### config.mk
export PLATFORM = sky130hd
export DESIGN_NAME = niosii_system_edge_poll_master
export DESIGN_NICKNAME = d
export VERILOG_FILES = /design/src/rtl/niosii_system_edge_poll_master.sv
export SDC_FILE = /design/constraint.sdc
export NUM_CORES = 1
export LEC_CHECK = 0
export ABC_AREA = 0
export ABC_CLOCK_PERIOD_IN_PS = 2800
export BUFFER_PORTS_ARGS = -buffer_cell sky130_fd_sc_hd__buf_4
export CORE_UTILIZATION = 35
export DETAILED_ROUTE_END_ITERATION = 7
export PLACE_DENSITY_LB_ADDON = 0.3
export SYNTH_ARGS = -nofsm -noshare
export SYNTH_HDL_FRONTEND = slang
export SYNTH_SLANG_ARGS = --single-unit
### constraint.sdc
create_clock -name clk -period 2.8 [get_ports clk]
set_input_delay 0.42 -clock clk [delete_from_list [all_inputs] [get_ports clk]]
set_output_delay 0.42 -clock clk [all_outputs]
set_load 0.03 [all_outputs]
### src/rtl/niosii_system_edge_poll_master.sv
// Avalon-MM initiator that polls an edge-capturing PIO, clears the captured
// bits (write-1-to-clear) and queues each non-zero event mask in a show-ahead FIFO.
module niosii_system_edge_poll_master #(
    parameter int POLL_PERIOD = 50000,
    parameter int FIFO_DEPTH  = 8
) (
    input  logic                          clk,
    input  logic                          reset_n,
    input  logic                          enable,
    output logic [1:0]                    m_address,
    output logic                          m_chipselect,
    output logic                          m_write_n,
    output logic [31:0]                   m_writedata,
    input  logic [31:0]                   m_readdata,
    output logic                          evt_valid,
    output logic [7:0]                    evt_data,
    input  logic                          evt_ready,
    output logic [$clog2(FIFO_DEPTH):0]   fifo_level,
    output logic                          overflow,
    input  logic                          clr_overflow
);

    localparam int TW = (POLL_PERIOD > 1) ? $clog2(POLL_PERIOD) : 1;
    localparam int AW = $clog2(FIFO_DEPTH);
    localparam logic [TW-1:0] RELOAD = TW'(POLL_PERIOD - 1);
    localparam logic [1:0]    EDGE_CAP_ADDR = 2'd3;

    typedef enum logic [2:0] {IDLE, READ, WAIT, CLEAR, PUSH} state_t;

    state_t        state, state_d;
    logic [TW-1:0] timer, timer_d;
    logic [7:0]    cap, cap_d;
    logic          cs_d, write_n_d;
    logic [1:0]    addr_d;
    logic [7:0]    wdata_d, wdata_q;

    // Timer keeps running through the poll so READ starts stay exactly POLL_PERIOD apart.
    always_comb begin
        state_d   = state;
        timer_d   = (timer != '0) ? timer - TW'(1) : timer;
        cap_d     = cap;
        cs_d      = 1'b0;
        write_n_d = 1'b1;
        addr_d    = '0;
        wdata_d   = '0;
        case (state)
            IDLE: begin
                if (!enable) begin
                    timer_d = RELOAD;
                end else if (timer == '0) begin
                    state_d = READ;
                    timer_d = RELOAD;
                end
            end
            READ:  state_d = WAIT;
            WAIT: begin
                cap_d   = m_readdata[7:0];
                state_d = (m_readdata[7:0] == '0) ? IDLE : CLEAR;
            end
            CLEAR: state_d = PUSH;
            PUSH:  state_d = IDLE;
            default: state_d = IDLE;
        endcase
        case (state_d)
            READ: begin
                cs_d   = 1'b1;
                addr_d = EDGE_CAP_ADDR;
            end
            CLEAR: begin
                cs_d      = 1'b1;
                write_n_d = 1'b0;
                addr_d    = EDGE_CAP_ADDR;
                wdata_d   = cap_d;
            end
            default: ;
        endcase
    end

    always_ff @(posedge clk or negedge reset_n) begin
        if (!reset_n) begin
            state        <= IDLE;
            timer        <= RELOAD;
            cap          <= '0;
            m_chipselect <= 1'b0;
            m_write_n    <= 1'b1;
            m_address    <= '0;
            wdata_q      <= '0;
        end else begin
            state        <= state_d;
            timer        <= timer_d;
            cap          <= cap_d;
            m_chipselect <= cs_d;
            m_write_n    <= write_n_d;
            m_address    <= addr_d;
            wdata_q      <= wdata_d;
        end
    end

    assign m_writedata = {24'b0, wdata_q};

    logic [7:0]    mem [FIFO_DEPTH];
    logic [AW-1:0] wr_ptr, rd_ptr;
    logic [AW:0]   level;
    logic          push, pop, full, accept;

    assign push   = (state == PUSH);
    assign pop    = evt_ready && (level != '0);
    assign full   = (level == (AW+1)'(FIFO_DEPTH));
    assign accept = push && (!full || pop);

    always_ff @(posedge clk or negedge reset_n) begin
        if (!reset_n) begin
            wr_ptr   <= '0;
            rd_ptr   <= '0;
            level    <= '0;
            overflow <= 1'b0;
        end else begin
            if (accept) wr_ptr <= wr_ptr + AW'(1);
            if (pop)    rd_ptr <= rd_ptr + AW'(1);
            if (accept && !pop)      level <= level + (AW+1)'(1);
            else if (!accept && pop) level <= level - (AW+1)'(1);
            if (push && !accept)     overflow <= 1'b1;
            else if (clr_overflow)   overflow <= 1'b0;
        end
    end

    always_ff @(posedge clk) begin
        if (accept) mem[wr_ptr] <= cap;
    end

    assign evt_valid  = (level != '0);
    assign evt_data   = (level != '0) ? mem[rd_ptr] : '0;
    assign fifo_level = level;

endmodule

* Word level (Yosys, flattened, before mapping)
Memory sizes are Yosys's and may differ from the RTL's. Index checks and enable logic that the tools add are counted.
Cells by class: add/sub/neg operators 5, eq/ne operators 7, multiplexer cells 20, reduce and logical (&&, ||, !) cells 17
Operators with widths (number):
- 16-bit 2-to-1 mux | 4
- 8-bit 2-to-1 mux | 3
- 16-bit logical NOT | 1
- 16-bit nonzero test | 1
- 16-bit by 1-bit subtractor with 16-bit output (second input constant) | 1
- 3-bit one-hot mux with 4 select lines | 1
- 3-bit by 2-bit == test with 1-bit output (second input constant) | 3
- 8-bit logical NOT | 1
- 4-bit 2-to-1 mux | 2
- 3-bit by 1-bit adder with 3-bit output (second input constant) | 2
- 3-bit by 1-bit == test with 1-bit output (second input constant) | 2
- 1-bit 2-to-1 mux | 6
- 3-bit 2-to-1 mux | 2
- 1-bit logical AND | 5
- 4-bit by 1-bit adder with 4-bit output (second input constant) | 1
- 4-bit == test (second input constant) | 1
- 2-bit 2-to-1 mux | 2
- 2-bit nonzero test | 2
- 4-bit nonzero test | 1
- 4-bit by 1-bit subtractor with 4-bit output (second input constant) | 1
- 3-bit == test (second input constant) | 1
- 1-bit logical NOT | 3
- 3-bit logical NOT | 1
- 2-bit OR reduction | 1
- 1-bit logical OR | 1
Word-level totals: flip-flop bits (word level) 50, bits in writable memories 64, input port bits 37, memories kept 1
Memory list:
- mem | words 8, width 8, read ports 1, clocked after Yosys merged registers in 0, write ports 1, line 101 | logic [7:0] mem [FIFO_DEPTH];

* Longest topological paths before layout
Gate-level depths: netlist of run 1.
depth after elaboration 8, mapped depth 12, mapped depth without buffers 12

* Worst setup path after synthesis of run 1
OpenSTA, ideal clock, no wires.
path kind reg-to-reg, from register level[2] (netlist: fifo_level[2]), to register level[3] (netlist: fifo_level[3]), setup time 0.140 ns, arrival time 2.599 ns, required time 2.660 ns, slack 0.061 ns, stages on the path, launching flop included 12, buffers on the path 0, period minus slack after synthesis 2.739 ns, path through dfrtp_1 -> nor4_4 -> inv_1 -> nand2_1 -> ha_1 -> inv_1 -> ha_1 -> a21o_1 -> a21oi_1 -> xnor2_1 -> nor2_1 -> xor2_1
On the way: cells in the longest elaborated chain, start to end 7
Ends and longest elaborated chain:
- from (decl) | line 103 | logic [AW:0] level;
- from (signal assigned) | line 120 | if (accept && !pop) level <= level + (AW+1)'(1);
- from (signal assigned) | line 121 | else if (!accept && pop) level <= level - (AW+1)'(1);
- 4-bit nonzero test (*)
- named net evt_valid | line 15 | output logic evt_valid,
- 1-bit logical AND (*) | line 107 | assign pop = evt_ready && (level != '0);
- 1-bit logical OR | line 109 | assign accept = push && (!full || pop);
- 1-bit logical AND | line 109
- 1-bit logical NOT | line 121
- 1-bit logical AND | line 121
- 2-bit nonzero test (no line)
Mark *: on every way through the listed nets, which the timed path passes. The rest lies on a longest branch. The select of a mux whose other input is x is not followed. A chain may end at the register's enable or synchronous reset.

* Worst setup path after layout of run 1
from register rd_ptr[1], to output port evt_data[3]
On the way: cells in the longest elaborated chain, start to end 2
Ends and longest elaborated chain:
- from (decl) | line 102 | logic [AW-1:0] wr_ptr, rd_ptr;
- from (signal assigned) | line 119 | if (pop) rd_ptr <= rd_ptr + AW'(1);
- memory read 8 x 8 bit
- 8-bit 2-to-1 mux | line 132 | assign evt_data = (level != '0) ? mem[rd_ptr] : '0;
- to (decl) | line 16 | output logic [7:0] evt_data,
Every way passes these cells.

==> run_results.csv, run 1 <==
group,metric,value,unit
floorplanning,die_area,0.0144,mm2
clocking,cts_root_buffer,"clkbuf_16",
clocking,clkTransAtPathRegs,0.08,ns
synth,yosys_cell_types,55,
timing,final_hold_viol_count,0,
setup_path,cp_slowest_stage_delay,0.88,ns
grt,globalRoute.totalOverflow,0,
route,via_count,2665,
finish,layout.cells.most_common,"edfxtp_1",
grt,grt_first_pass_wirelength,14100,um
clocking,clk_path_buf_depth,2,
timing,max_freq,403,MHz
placed_design,place_congestion,0.746,
timing,clock-skew-final,0.00839,ns
synth,post_synth.cell_area_avg,14.9,um2
synth,synth-edff-count,64,
synth,yosys_warnings,0,
setup_path,worst-r2r-cell-count,12,
finish,fraction_of_layout_cells_with_a_size_suffix_above_1,29.8,%
clocking,clk_latency,0.35,ns
synth,synth_seq_cells,112,
finish,finish.utilization,42.2,%
clocking,tritoncts.num_buffers,9,
route,detailedRoute.firstPassIterationCount,4,
route,detail_route.wl_per_cell,15.3,um
grt,grt.total_usage,13.0,%
setup_path,worst_setup_path_end_kind,"output port",
setup_path,start_kind,"flip-flop",
pwr,vdd.ir_drop.worst,0.377,mV
clocking,numClockSinks,112,
placed_design,place_inst,543,
synth,postSynth.asyncResetShare,42.9,%
synth,synth_area,0.00488,mm2
finish,fin_cells,559,
setup_path,critical-path-slowest-cell,"dfrtp_1",
timing,rsz0062_at_grt,"no",
placed_design,dp_hpwl,5750,um
timing,final_layout_worst_hold_slack,0.0763,ns
clocking,ctsResizeCount,0,
pwr,fin_total_pwr,5.84,mW
synth,syn-instance-count,328,
pwr,power_density,1030,mW/mm2
timing,report.final.slew_viol_count,0,
floorplanning,die_width,120,um
placed_design,portBuffers,38,
route,drtIter0Drc,159,
finish,syn2layout_area_growth,15.9,%
job,cap_viol_max_count,0,
synth,synth.yosys.seq_area_share,64.2,%
clocking,post_cts.repair.setup_buffers,0,
timing,worst_slew_margin_rel,45.1,%
timing,fin_crit,2.48,ns
setup_path,critical_path.max_fanout,18,
timing,final_min_period_over_clock_period,88.7,%
timing,sum_of_negative_setup_slack,0,ns
setup_path,crit_required,2.38,ns
grt,grt_start_max_net_pins,49,
clocking,cts.htree.levels,3,
status,status,"completed",
hold_path,timing.hold.worst.class,"in2async",
finish,final_cell_mix,"64 x edfxtp_1, 50 x buf_4, 38 x dfrtp_1, 24 x conb_1",
grt,via_count_of_the_first_global_routing_pass,2658,
timing,tightestPinTransition,0.823,ns
floorplanning,start_util,36.4,%
finish,stdcell_area,0.00566,mm2
finish,antenna-diode-count,0,
floorplanning,row_count,42,
route,route.detailed.vias_per_inst,4.77,
floorplanning,chipHeight,120,um
synth,ys_dominant_reg_cell,"edfxtp_1",
grt,initial_antenna_violation_count,0,
finish,fin_nets,423,
setup_path,critPathArrivalTime,2.06,ns
pwr,leakagePower,2.16,nW
placed_design,place_area,0.00533,mm2
setup_path,worstPathCellList,"mux4_2 > mux2i_1 > nor2_1 > buf_4",
floorplanning,floorplan_core_area,0.0134,mm2
timing,setup-violations-final,0,
timing,post-route-worst-setup-slack,0.317,ns
clocking,tritoncts,"done",
route,dr_drc_count,0,
route,postRouteWirelength,8540,um
floorplanning,boundaryPins,87,
placed_design,dpl_worst_slack,0.357,ns
clocking,hold_buffers,0,
setup_path,path_class,"reg2out",
route,drt.antenna.violating_nets,0,
[sequential cells by signal, summed over array words and instances (netlist names)]
| register | flops |
|---|---|
| cap | 8 |
| fifo_level | 4 |
| m_address | 1 |
| m_write_n | 1 |
| mem | 64 |
| overflow | 1 |
| rd_ptr | 3 |
| state | 3 |
| timer | 16 |
| wdata_q | 8 |
| wr_ptr | 3 |
[report_power, final]
part / internal [mW] / switching (mW) / total (mW)
Clock: 0.796 / 0.602 / 1.40
Combinational: 0.852 / 1.00 / 1.85
Sequential: 2.16 / 0.425 / 2.58
Total: 3.81 / 2.03 / 5.84
[final timing paths]
check | from | end | slack, ns
min in group clk | enable | timer[0] | 0.25
min reg2reg | rd_ptr[0] | rd_ptr[0] | 0.48
min | reset_n | wdata_q[5] | 0.08
max | rd_ptr[1] | evt_data[3] | 0.32
max reg2reg | fifo_level[0] | fifo_level[3] | 0.35
max in group asynchronous | reset_n | wdata_q[2] | 2.29
[logic make-up after synthesis]
family	synth area share, %
adder cells (fa/ha/maj)	2.20
flip-flops	64.2
AND/OR/NAND/NOR	11.3
XOR/XNOR	1.61
other	0.0768
multiplexers	11.5
AO/OA/AOI/OAI	3.72
buffers and inverters	5.38
[area by class of cell]
| type | instances | area, um2 |
|---|---|---|
| sequential | 112 | 3140 |
| inverter | 8 | 30.0 |
| clock inverter | 7 | 101 |
| fill | 1210 | 7740 |
| timing repair buffer | 50 | 375 |
| multi-input combinational | 197 | 1570 |
| tap | 176 | 220 |
| clock buffer | 9 | 225 |
[critical path: cells and delay by family, from the launching register on]
family	cells	cell delay, ns
buffers and inverters	1	0.16
AND/OR/NAND/NOR	1	0.06
flip-flops	1	0.88
multiplexers	2	0.60
[Yosys cell counts, types with 8 or more instances]
master    instances  area, um2
and2_1            9       56.3
buf_4            27        203
dfrtp_1          38        951
dfstp_2          10        263
edfxtp_1         64       1920
mux2_2           10        113
mux2i_1           9       90.1
mux4_2           16        360
nand2_1          17       63.8
nor2_1           17       63.8
nor3_1           12       60.1
xnor2_1           8       70.1
[layer usage]
metal | wire (um) | track usage [%] | up-vias
li1 | - | - | 1277
met1 | 3980 | 16.9 | 1330
met2 | 4110 | 20.8 | 48
met3 | 357 | 4.42 | 10
met4 | 96 | 3.52 | 0
met5 | 0 | 0 | -
(Power assumes the default switching activity.)
==> run 2, diff against run 1 <==
--- a/config.mk
+++ b/config.mk
@@ -9,6 +9,7 @@
 export ABC_CLOCK_PERIOD_IN_PS = 2800
 export BUFFER_PORTS_ARGS = -buffer_cell sky130_fd_sc_hd__buf_4
 export CORE_UTILIZATION = 35
+export CTS_BUF_LIST = sky130_fd_sc_hd__clkbuf_2 sky130_fd_sc_hd__clkbuf_4 sky130_fd_sc_hd__clkbuf_8
 export DETAILED_ROUTE_END_ITERATION = 7
 export PLACE_DENSITY_LB_ADDON = 0.3
 export SYNTH_ARGS = -nofsm -noshare
==> run 2 against run 1 <==
  * Hold slack worse by 0.035 ns
  * Global-route usage is 0.14 points lower
  * Sequential share of layout area is 1.0 points higher
  * Largest power group unchanged
  * Sequential cell count stayed put
  * Cell area is 1.8% lower
  * First-iteration DRC count is 11% lower
  * Highest routed layer unchanged
  * Register-to-register slack hardly changed
  * Via count is 0.34% lower
  * Wire length is 1.0% lower
  * Die area stayed put
==> run_results.csv, run 2 (synthesis gave the netlist of run 1 again) <==
group,metric,value,unit
clocking,clkTransAtPathRegs,0.11,ns
floorplanning,die_area,0.0144,mm2
clocking,ctsResizeCount,0,
grt,grt_start_max_net_pins,49,
route,detailedRoute.firstPassIterationCount,4,
route,via_count,2656,
placed_design,portBuffers,38,
setup_path,critPathArrivalTime,2.11,ns
finish,final_cell_mix,"64 x edfxtp_1, 50 x buf_4, 38 x dfrtp_1, 24 x conb_1",
grt,grt.total_usage,12.9,%
grt,grt_first_pass_wirelength,13900,um
clocking,cts_root_buffer,"clkbuf_8",
route,detail_route.wl_per_cell,15.1,um
setup_path,start_kind,"flip-flop",
status,status,"completed",
clocking,numClockSinks,112,
clocking,hold_buffers,0,
finish,fin_nets,423,
finish,syn2layout_area_growth,13.8,%
finish,antenna-diode-count,0,
setup_path,timing.rr.start,"fifo_level[0]",
placed_design,place_congestion,0.746,
setup_path,worst_setup_path_end_kind,"output port",
floorplanning,row_count,42,
floorplanning,chipHeight,120,um
clocking,clk_latency,0.38,ns
finish,biggestRegsByFlops,"mem: 64 flops, timer: 16 flops",
floorplanning,floorplan_core_area,0.0134,mm2
clocking,cts.htree.levels,3,
timing,final_min_period_over_clock_period,90.5,%
clocking,tritoncts,"done",
finish,largest_register,"mem",
finish,largest_reg_flops,64,
setup_path,setup.worst_path.start,"rd_ptr[1]",
job,cap_viol_max_count,0,
timing,report.final.slew_viol_count,0,
timing,setup-violations-final,0,
clocking,post_cts.repair.setup_buffers,0,
route,postRouteWirelength,8450,um
timing,final_hold_viol_count,0,
clocking,tritoncts.num_buffers,9,
timing,sum_of_negative_setup_slack,0,ns
pwr,power_density,992,mW/mm2
placed_design,dp_hpwl,5750,um
pwr,leakagePower,2.11,nW
timing,clock-skew-final,0.0132,ns
timing,rsz0062_at_grt,"no",
timing,max_freq,395,MHz
setup_path,critical_path.max_fanout,18,
route,drtIter0Drc,141,
pwr,vdd.ir_drop.worst,0.382,mV
timing,fin_crit,2.53,ns
floorplanning,die_width,120,um
floorplanning,start_util,36.4,%
grt,via_count_of_the_first_global_routing_pass,2637,
route,drt.antenna.violating_nets,0,
timing,worst_slew_margin_rel,44.2,%
route,dr_drc_count,0,
timing,tightestPinTransition,0.837,ns
grt,initial_antenna_violation_count,0,
clocking,clk_path_buf_depth,2,
timing,final_layout_worst_hold_slack,0.0410,ns
hold_path,timing.hold.worst.class,"in2async",
setup_path,path_class,"reg2out",
route,route.detailed.vias_per_inst,4.75,
grt,globalRoute.totalOverflow,0,
finish,fraction_of_layout_cells_with_a_size_suffix_above_1,29.8,%
setup_path,crit_required,2.38,ns
finish,layout.cells.most_common,"edfxtp_1",
floorplanning,boundaryPins,87,
run 2: cell types whose count changed in the layout (fill, tap and decap cells not counted):
cell       previous run  this run
clkbuf_16             9         0
clkbuf_8              0         9
run 2: metal layers:
metal	share of wire (%)	global-route usage [%]
met1	45	16.5
met2	49	20.7
met3	4.0	3.42
met4	1.7	5.16
met5	0	0
run 2: stage by stage:
stage / utilization, % / cells / total power [mW] / cell area, um2 / setup WS [ns]
finish: 41.5 / 559 / 5.51 / 5560 / 0.265
global route: 41.5 / 559 / 5.84 / 5560 / 0.109
CTS: 41.5 / 559 / 5.59 / 5560 / 0.203
detailed placement: 39.8 / 543 / 4.51 / 5330 / 0.357
global placement: 39.8 / 543 / 4.47 / 5330 / 0.374
floorplan: - / 351 / 3.90 / 4970 / 0.0610
run 2: critical path, stage by stage (launching register included):
cell     delay, ns
dfrtp_1       0.90
mux4_2        0.46
mux2i_1       0.15
nor2_1        0.06
buf_4         0.16
run 2: layout make-up:
type	instances	area (um2)
fillers	1224	7840
flip-flops and latches	112	3140
multi-input cells	197	1570
repair buffers	50	375
well taps	176	220
clock buffers	9	124
clock inverters	7	101
inverters	8	30.0
run 2: power by group:
group          total, mW  switching, mW  leakage [nW]  internal (mW)
Sequential          2.58          0.423          1.17           2.16
Clock               1.07          0.559         0.114          0.515
Combinational       1.86           1.00         0.835          0.852
run 2: path summary, 6_finish.rpt:
kind                            cells past startpoint  slack (ns)            end
worst max-delay path                                4        0.27    evt_data[7]
worst min-delay path                                1        0.04      timer[12]
worst max register to register                     12        0.34  fifo_level[3]
worst min register to register                      1        0.48      rd_ptr[0]
max in group asynchronous                           1        2.33     wdata_q[2]
min in group clk                                    2        0.21       timer[0]
